`src/rtl/systolic_pkg.sv`:
```
// Shared types for the systolic tile sequencer: sequencer states and the
// per-row tag that travels alongside data to steer psum capture.
package systolic_pkg;

  localparam int unsigned DATAWIDTH_DEF = 8;
  localparam int unsigned ACCW_DEF      = 3 * DATAWIDTH_DEF;
  localparam int unsigned M_MAX_DEF     = 16;
  localparam int unsigned ROW_W         = $clog2(M_MAX_DEF);

  typedef enum logic [2:0] {
    IDLE,
    LOAD_W,
    STREAM,
    DRAIN,
    OUTPUT,
    FINISH
  } state_t;

  typedef struct packed {
    logic             valid;
    logic [ROW_W-1:0] row_idx;
  } tag_t;

endpackage

```
`src/rtl/skew_delay_line.sv`:
```
// Fixed-depth register shift line (DEPTH >= 1) used for lane skew and tags.
module skew_delay_line #(
  parameter int unsigned WIDTH = 8,
  parameter int unsigned DEPTH = 1
) (
  input  logic             clk,
  input  logic             rst_n,
  input  logic [WIDTH-1:0] din,
  output logic [WIDTH-1:0] dout
);

  logic [WIDTH-1:0] stage [DEPTH];

  always_ff @(posedge clk or negedge rst_n) begin
    if (!rst_n) begin
      for (int i = 0; i < DEPTH; i++) stage[i] <= '0;
    end else begin
      stage[0] <= din;
      for (int i = 1; i < DEPTH; i++) stage[i] <= stage[i-1];
    end
  end

  assign dout = stage[DEPTH-1];

endmodule

```
`src/rtl/systolic_tile_sequencer.sv`:
```
// Tile controller for a weight-stationary systolic array: loads K weight tiles,
// skews M activation rows per tile, recirculates psums and returns result rows.
module systolic_tile_sequencer
  import systolic_pkg::*;
#(
  parameter int unsigned DATAWIDTH = DATAWIDTH_DEF,
  parameter int unsigned N_SIZE    = 2,
  parameter int unsigned ACCW      = 3 * DATAWIDTH,
  parameter int unsigned M_MAX     = M_MAX_DEF,
  parameter int unsigned K_MAX     = 16,
  parameter int unsigned B_OFS     = 0,
  parameter int unsigned C_LAT     = N_SIZE
) (
  input  logic                                clk,
  input  logic                                rst_n,
  input  logic                                start,
  input  logic [$clog2(M_MAX+1)-1:0]          cfg_m_rows,
  input  logic [$clog2(K_MAX+1)-1:0]          cfg_k_tiles,
  output logic                                busy,
  output logic                                done,
  input  logic                                wt_in_valid,
  output logic                                wt_in_ready,
  input  logic [N_SIZE*N_SIZE*DATAWIDTH-1:0]  wt_in,
  input  logic                                a_in_valid,
  output logic                                a_in_ready,
  input  logic [N_SIZE*DATAWIDTH-1:0]         a_in,
  output logic                                wt_en,
  output logic [N_SIZE*N_SIZE*DATAWIDTH-1:0]  wt_flat,
  output logic                                valid_in,
  output logic [N_SIZE*DATAWIDTH-1:0]         matrix_A,
  output logic [N_SIZE*ACCW-1:0]              matrix_B,
  input  logic [N_SIZE*ACCW-1:0]              matrix_C,
  output logic                                res_valid,
  input  logic                                res_ready,
  output logic [N_SIZE*ACCW-1:0]              res_data,
  output logic                                res_last
);

  localparam int unsigned MW   = $clog2(M_MAX+1);
  localparam int unsigned KW   = $clog2(K_MAX+1);
  localparam int unsigned PIPE = C_LAT + N_SIZE;

  state_t               state;
  logic [MW-1:0]        m_q, row_cnt, out_idx;
  logic [KW-1:0]        k_q, tile_q;
  logic [PIPE-1:0]      inflight;
  logic [ACCW-1:0]      psum_buf [M_MAX][N_SIZE];
  tag_t                 cap_tag [N_SIZE];
  tag_t                 iss_tag;
  logic                 a_fire;
  logic                 v_next;
  logic [ROW_W-1:0]     rd_idx;
  logic [N_SIZE*ACCW-1:0] rd_row;

  assign a_fire  = a_in_valid && a_in_ready;
  assign iss_tag = '{valid: a_fire, row_idx: ROW_W'(row_cnt)};

  // A row issued now occupies lane r of the array r+1 cycles later.
  always_comb begin
    v_next = a_fire;
    for (int i = 0; i < N_SIZE - 1; i++) v_next = v_next | inflight[i];
  end

  // Row 0 on the way into OUTPUT, the following row while presenting results.
  always_comb begin
    rd_idx = (state == OUTPUT) ? ROW_W'(out_idx + MW'(1)) : '0;
    for (int c = 0; c < N_SIZE; c++) rd_row[c*ACCW +: ACCW] = psum_buf[rd_idx][c];
  end

  for (genvar g = 0; g < N_SIZE; g++) begin : g_lane
    logic [DATAWIDTH-1:0] a_din;
    logic [ACCW-1:0]      b_din;

    assign a_din = a_fire ? a_in[g*DATAWIDTH +: DATAWIDTH] : '0;
    assign b_din = (a_fire && tile_q != '0) ? psum_buf[ROW_W'(row_cnt)][g] : '0;

    skew_delay_line #(.WIDTH(DATAWIDTH), .DEPTH(g + 1)) u_a (
      .clk(clk), .rst_n(rst_n), .din(a_din), .dout(matrix_A[g*DATAWIDTH +: DATAWIDTH])
    );
    skew_delay_line #(.WIDTH(ACCW), .DEPTH(B_OFS + g + 1)) u_b (
      .clk(clk), .rst_n(rst_n), .din(b_din), .dout(matrix_B[g*ACCW +: ACCW])
    );
    skew_delay_line #(.WIDTH($bits(tag_t)), .DEPTH(C_LAT + g + 1)) u_tag (
      .clk(clk), .rst_n(rst_n), .din(iss_tag), .dout(cap_tag[g])
    );
  end

  // Column c of a tagged row is valid on matrix_C when its tag emerges.
  always_ff @(posedge clk or negedge rst_n) begin
    if (!rst_n) begin
      for (int m = 0; m < M_MAX; m++)
        for (int c = 0; c < N_SIZE; c++) psum_buf[m][c] <= '0;
    end else begin
      for (int c = 0; c < N_SIZE; c++)
        if (cap_tag[c].valid) psum_buf[cap_tag[c].row_idx][c] <= matrix_C[c*ACCW +: ACCW];
    end
  end

  always_ff @(posedge clk or negedge rst_n) begin
    if (!rst_n) begin
      inflight <= '0;
      valid_in <= 1'b0;
    end else begin
      inflight <= {inflight[PIPE-2:0], a_fire};
      valid_in <= v_next;
    end
  end

  always_ff @(posedge clk or negedge rst_n) begin
    if (!rst_n) begin
      state       <= IDLE;
      busy        <= 1'b0;
      done        <= 1'b0;
      wt_in_ready <= 1'b0;
      a_in_ready  <= 1'b0;
      wt_en       <= 1'b0;
      wt_flat     <= '0;
      res_valid   <= 1'b0;
      res_data    <= '0;
      res_last    <= 1'b0;
      m_q         <= '0;
      k_q         <= '0;
      tile_q      <= '0;
      row_cnt     <= '0;
      out_idx     <= '0;
    end else begin
      wt_en <= 1'b0;
      done  <= 1'b0;
      case (state)
        IDLE: if (start) begin
          m_q    <= cfg_m_rows;
          k_q    <= cfg_k_tiles;
          tile_q <= '0;
          busy   <= 1'b1;
          if (cfg_m_rows == '0 || cfg_k_tiles == '0) begin
            state <= FINISH;
          end else begin
            state       <= LOAD_W;
            wt_in_ready <= 1'b1;
          end
        end
        LOAD_W: if (wt_in_valid && wt_in_ready) begin
          wt_flat     <= wt_in;
          wt_en       <= 1'b1;
          wt_in_ready <= 1'b0;
          a_in_ready  <= 1'b1;
          row_cnt     <= '0;
          state       <= STREAM;
        end
        STREAM: if (a_fire) begin
          row_cnt <= row_cnt + MW'(1);
          if (row_cnt == m_q - MW'(1)) begin
            a_in_ready <= 1'b0;
            state      <= DRAIN;
          end
        end
        DRAIN: if (inflight == '0) begin
          if (tile_q < k_q - KW'(1)) begin
            tile_q      <= tile_q + KW'(1);
            wt_in_ready <= 1'b1;
            state       <= LOAD_W;
          end else begin
            res_valid <= 1'b1;
            res_data  <= rd_row;
            res_last  <= (m_q == MW'(1));
            out_idx   <= '0;
            state     <= OUTPUT;
          end
        end
        OUTPUT: if (res_ready) begin
          if (res_last) begin
            res_valid <= 1'b0;
            res_last  <= 1'b0;
            state     <= FINISH;
          end else begin
            out_idx  <= out_idx + MW'(1);
            res_data <= rd_row;
            res_last <= (out_idx + MW'(1) == m_q - MW'(1));
          end
        end
        FINISH: begin
          done  <= 1'b1;
          busy  <= 1'b0;
          state <= IDLE;
        end
        default: state <= IDLE;
      endcase
    end
  end

endmodule

```
`config.mk`:
```
export PLATFORM = sky130hd
export DESIGN_NAME = systolic_tile_sequencer
export DESIGN_NICKNAME = d
export VERILOG_FILES = /design/src/rtl/systolic_pkg.sv /design/src/rtl/skew_delay_line.sv /design/src/rtl/systolic_tile_sequencer.sv
export SDC_FILE = /design/constraint.sdc
export NUM_CORES = 2
export LEC_CHECK = 0
export ABC_AREA = 1
export CAP_MARGIN = 20
export CORE_UTILIZATION = 39
export DETAILED_ROUTE_END_ITERATION = 12
export PLACE_DENSITY_LB_ADDON = 0.2
export SLEW_MARGIN = 20
export SYNTH_ARGS = -nofsm -noshare
export SYNTH_HDL_FRONTEND = slang
export SYNTH_SLANG_ARGS = --single-unit
```
`constraint.sdc`:
```
create_clock -name clk -period 2.6 [get_ports clk]
set_input_delay 0.26 -clock clk [delete_from_list [all_inputs] [get_ports clk]]
set_output_delay 0.26 -clock clk [all_outputs]
set_load 0.03 [all_outputs]
```
; Word-level counts from Yosys, hierarchy flattened
; Index checks and enable logic that the tools add are counted.
[totals]
regBits = 1004
output_inout_bits = 152
word_cells = 193
[op_classes]
add_sub_neg = 5
magnitude_cmp = 7
eq_ne = 19
mux = 71
bitwise_logic = 5
n_reduce_logical = 27
[ops]
columns = op, count
row1 = 768-bit bitwise mux, 2
row2 = 768-bit two-way mux, 2
row3 = 48-bit two-way mux, 9
row4 = 48-bit binary-select mux with 4-bit select, 2
row5 = 48-bit demux with 4-bit select, 2
row6 = 48-bit case mux with 2 select lines, 1
row7 = 24-bit two-way mux, 3
row8 = 5-bit two-way mux, 9
row9 = 5-bit case mux with 2 select lines, 3
row10 = 3-bit two-way mux, 9
row11 = "2-bit inequality test, second input constant", 11
row12 = "5-bit >= comparator, second input constant", 4
row13 = 1-bit two-way mux, 20
row14 = 4-bit inverter with 5-bit output, 4
row15 = 8-bit two-way mux, 2
row16 = "5-bit by 1-bit adder with 5-bit output, second input constant", 3
row17 = 3-bit case mux with 5 select lines, 1
row18 = 4-bit AND reduction, 3
row19 = 5-bit == test, 2
row20 = 5-bit zero test, 2
row21 = "5-bit by 1-bit less-than comparator with 1-bit output, second input constant", 2
row22 = 5-bit AND reduction, 2
row23 = "5-bit by 1-bit subtractor with 5-bit output, second input constant", 2
row24 = 1-bit case mux with 2 select lines, 4
row25 = other kinds (19), 30

; Depth between registers and ports, before layout
[logic_depth]
ltp_word = 9
mapped_depth = 15
ltp_nobuf = 14

; By module
; A second synthesis with hierarchy kept.
[hier_totals]
cells_unflattened = 7254
hier_area_um2 = 52989.6
[modules_own_cells]
columns = mod, n_inst, cells_each, area_per_inst_um2
row1 = systolic_tile_sequencer, 1, 7081, 49396.1
row2 = skew_delay_line at g_lane[1].u_b, 1, 72, 1381.3
row3 = skew_delay_line at g_lane[0].u_b, 1, 24, 600.6
row4 = skew_delay_line at g_lane[1].u_tag, 1, 25, 538.0
row5 = skew_delay_line at g_lane[1].u_a, 1, 24, 460.4
row6 = skew_delay_line at g_lane[0].u_tag, 1, 20, 412.9
row7 = skew_delay_line at g_lane[0].u_a, 1, 8, 200.2

; Worst setup path after synthesis
; Ideal clock, no wire load.
[synth_path]
path_type = register to register
start = reg k_q[0]
end = reg res_data[20]
setup_time_ns = 0.117
arrival_ns = 2.030
t_required_ns = 2.483
setup_slack_ns = 0.453
stages_incl_launch_ff = 16
path_buffers = 1
synth_period_minus_slack_ns = 2.147
cell_sequence = dfrtp_1 > inv_1 > ha_1 > nand2_1 > xor2_1 > ha_1 > nand2_1 > inv_1 > o21ai_0 > nand4_1 > nand3_2 > inv_2 > nand2_4 > buf_2 > nand2_1 > nand2_1
[synth_via]
elab_chain_cells = 4
[synth_rtl]
columns = element, line
row1 = from (decl), systolic_tile_sequencer.sv:45  ; logic [KW-1:0] k_q, tile_q;
row2 = from (signal assigned), systolic_tile_sequencer.sv:132  ; k_q <= cfg_k_tiles;
row3 = 5-bit by 1-bit subtractor with 5-bit output, systolic_tile_sequencer.sv:158  ; if (tile_q < k_q - KW'(1)) begin
row4 = 5-bit less-than comparator, systolic_tile_sequencer.sv:158
row5 = 2-bit inequality test (no line), --
row6 = 5-bit AND reduction (no line), --
row7 = to (signal assigned), systolic_tile_sequencer.sv:164  ; res_data <= rd_row;
row8 = to (signal assigned), systolic_tile_sequencer.sv:177  ; res_data <= rd_row;
row9 = to (decl), systolic_tile_sequencer.sv:35  ; output logic [N_SIZE*ACCW-1:0] res_data,
; Every way passes these cells.
; A chain may end at the register's enable or synchronous reset.

; Final worst setup path
[layout_path]
start = reg k_q[0]
end = reg res_data[9]
; The elaborated chain is that of the path after synthesis.

==> results by group <==
Floorplan
  – Chip height: 369 um
  – Cell Rows: 134
  – Core area: roughly 130,000 um2
  – Die W: around 370 um
  – IO Pins: roughly 260
  – Initial core utilization: just under 40%
  – Die area: roughly 140,000 um2

Layout
  – Syn-to-layout area delta: 18.0%
  – Filler cell count: between 10,000 and 15,000
  – NumNets Final: 7,322
  – Share of cells above drive strength 1: roughly 6.7%

Logic synthesis
  – Register area share after synthesis: between 40% and 50%
  – Post-synth EDFFs: 0
  – Mapped Area: approximately 52,000 um2
  – Syn Nets: approximately 7,400
  – Top_reg_cell synth: dfrtp_1
  – Synth Warn #: 0
  – Cell taking the most area after synthesis: dfrtp_1
  – Top post-synthesis cells by area: dfrtp_1, nand2_1, o21ai_0
  – Mapped Cells: between 7,000 and 8,000
  – Ys async rst share: between 90% and 100%
  – Seq cells post-synth: 1,000
  – Avg Cell Area, Syn: a little over 7 um2
  – Most common cell in the netlist: nand2_1
  – Netlist cell types: 33
  – Yosys top cell area share: 47.8%
  – Most frequent cells after synthesis: nand2_1, o21ai_0, dfrtp_1

STA
  – RSZ-0062 raised after global routing: true
  – Worst Max-Slew Pin Slew: 1.12 ns
  – Min Clock Period, post-route: around 2.5 ns
  – Period utilization: a little over nine tenths
  – Min Hold Slack: approximately 0.046 ns
  – Clock skew: approximately 0.039 ns
  – Setup TNS: 0 ns
  – Peak Freq: 0.397 GHz
  – Final hold vios: 0
  – Max-slew violations: 0
  – Endpoints failing setup: 0
  – Worst rel slew slack: 25.6%

Clock tree
  – Clock root cell: clkbuf_16
  – Clock transition at path regs: about 0.060 ns
  – CTS H-Tree Depth: 3
  – Sink Count: around 1,000
  – Total CTS buffers: approximately 110
  – Clock buffer depth: 3
  – Worst-Skew Late Latency: 0.75 ns
  – TritonCTS clock tree: done

Run status
  – Failing checks: design-rule violations
  – Outcome: complete, but fails checks

GRT
  – First-pass GRT wire length: between 200,000 and 300,000 um
  – Global route overflow: 0
  – Largest net degree at the start of global routing: about 170
  – Number of global-route vias before repair: 47,987
  – Initial antenna violation count: 4
  – Most crowded layer after global routing: met2
  – Met2 Usage GRT: between 40% and 50%
  – Gr usage total: between 20% and 30%
  – Routing usage on met3: approximately 4.4%
  – GR Layer Usage met1: a little over a third

Worst setup path
  – Crit start category: flop
  – FF-to-FF End: res_data[9]
  – WS Path Type: reg -> reg
  – Setup crit start: k_q[0]
  – Arrival time worst endpoint: 3.19 ns
  – Reg2reg path depth: 15
  – R2R setup slack: 0.08 ns
  – Setup crit end: res_data[9]
  – Worst Path Required: ~3.3 ns
  – Setup crit end kind: flop
  – FF-to-FF Start: k_q[0]
  – Critical Path Fanout Max: 8

Detailed routing
  – ANT nets after route: 0
  – Avg WL per Cell: around 21 um
  – DR vias: roughly 50,000
  – Avg Vias per Cell: roughly 5.5
  – DRC viols: 1
  – DR pass1 iterations: 10
  – First DRT Iteration DRCs: between 5,000 and 6,000
  – Routed WL: between 150,000 and 200,000 um

Power
  – Seq pwr share: roughly a third
  – Net Sw Power: about 29 mW
  – Peak VDD IR: a little under 0.7 mV
  – Logic pwr share: around two fifths
  – Switching share of total power: between 40% and 50%
  – Internal Pwr Total: 39.9 mW
  – Clock network fraction of design power: 24.7%
  – Leak: 32.1 nW
  – Cell Pwr Density: ~1100 nW/um2

Worst hold path
  – Worst min-delay path category: in -> reg

Placement
  – Detail Placement HPWL: about 110,000 um
  – RD Place Congestion: approximately 0.85
  – Input/output buffers: between 200 and 300

Flow run
  – Max_cap viols: 0
==> logic make-up (layout without fill, tap and decap cells) <==
group	count (synthesis)	in the layout	share of synthesized area (%)
buffers and inverters	1332	1400	10.1
flip-flops	1000	1000	47.8
AND/OR/NAND/NOR	3255	3255	26.0
AO/OA/AOI/OAI	1612	1612	15.5
XOR/XNOR	14	14	0.234
adder cells (fa/ha/maj)	11	11	0.263
other	0	3	0
multiplexers	3	3	0.0645
==> final cells by class <==
class	instances	area, um2	area share [%]
Clock buffer	162	3280	5.31
Antenna cell	3	7.51	0.0121
Timing Repair Buffer	476	5550	8.98
Inverter	714	2700	4.37
Tap cell	1768	2210	3.58
Multi-Input combinational cell	4895	22300	36.2
Clock inverter	48	656	1.06
Sequential cell	1000	25000	40.5
==> critical path, stage by stage (launching register included) <==
cell,delay (ns)
dfrtp_1,0.40
inv_2,0.07
ha_2,0.18
nand2_2,0.07
xor2_2,0.15
ha_1,0.30
nand2_1,0.06
inv_2,0.05
nand4_1,0.09
nand4_1,0.19
nand3_4,0.14
nor2_4,0.17
buf_12,0.22
clkbuf_16,0.22
nand2_1,0.06
nand2_1,0.05
==> repair_timing <==
item                                   4_1_cts  5_1_grt
resized for setup                            0       53
hold buffers                                11        0
endpoints found under the hold margin      167        0
setup buffers                                0        4
setup endpoints to repair                    0       54
==> power groups by stage <==
stage / logic, mW / clock network [mW] / registers (mW)
global route: 32.3 / 18.0 / 23.6
global placement: 27.8 / 0 / 23.1
CTS: 28.3 / 17.4 / 23.0
floorplan: 17.3 / 0 / 23.6
detailed placement: 28.1 / 0 / 23.2
finish: 29.1 / 17.1 / 23.1
==> worst min path at each step <==
stage | startpoint | end | slack, ns | cells past startpoint
after floorplan | rst_n | a_in_ready | -0.04 | 0
after global placement | rst_n | res_data[38] | 0.29 | 1
after detailed placement | rst_n | res_data[39] | 0.29 | 1
after CTS | wt_in[19] | wt_flat[19] | 0.002 | 3
after global routing | a_in[10] | g_lane[1].u_a.stage[10] | 0.02 | 3
final | a_in[10] | g_lane[1].u_a.stage[10] | 0.05 | 3
==> layer usage <==
metal	wire, um	share of wire [%]	vias up
met5	0	0	-
met4	8240	4.3	0
met3	14000	7.3	432
met2	89500	47	2096
met1	79700	42	23884
li1	-	-	23292
==> cell usage in the layout (no fill, tap or decap), types with 119 or more instances in the layout <==
master,count
a21oi_1,391
clkbuf_16,119
clkdlybuf4s50_1,262
dfrtp_1,995
inv_1,697
nand2_1,1893
nand3_1,645
nand4_1,205
nor2_1,434
o21ai_0,1167
==> flip-flops by register name, summed over array words and instances (netlist names), 3 cells and up <==
register            flops
state                   3
wt_flat                32
out_idx                 5
psum_buf              768
inflight                4
row_cnt                 5
g_lane.u_tag.dout       8
g_lane.u_a.dout        16
g_lane.u_b.stage       24
g_lane.u_tag.stage      8
k_q                     5
res_data               48
m_q                     5
tile_q                  5
g_lane.u_b.dout        48
g_lane.u_a.stage        8
==> per-stage QoR <==
stage          area (um2)  utilization (%)  worst slack (ns)  instances  power [mW]
2_1_floorplan       52400                -             0.453       7227        40.9
3_3_place_gp        57400             43.1             0.193       8832        51.0
3_5_place_dp        57400             43.1             0.119       8832        51.4
4_1_cts             61400             46.1            0.0772       9053        68.7
5_1_grt             61800             46.4           -0.0660       9066        73.8
6_report            61800             46.4            0.0819       9066        69.3
Note: power is estimated with default switching activity, not from simulation.
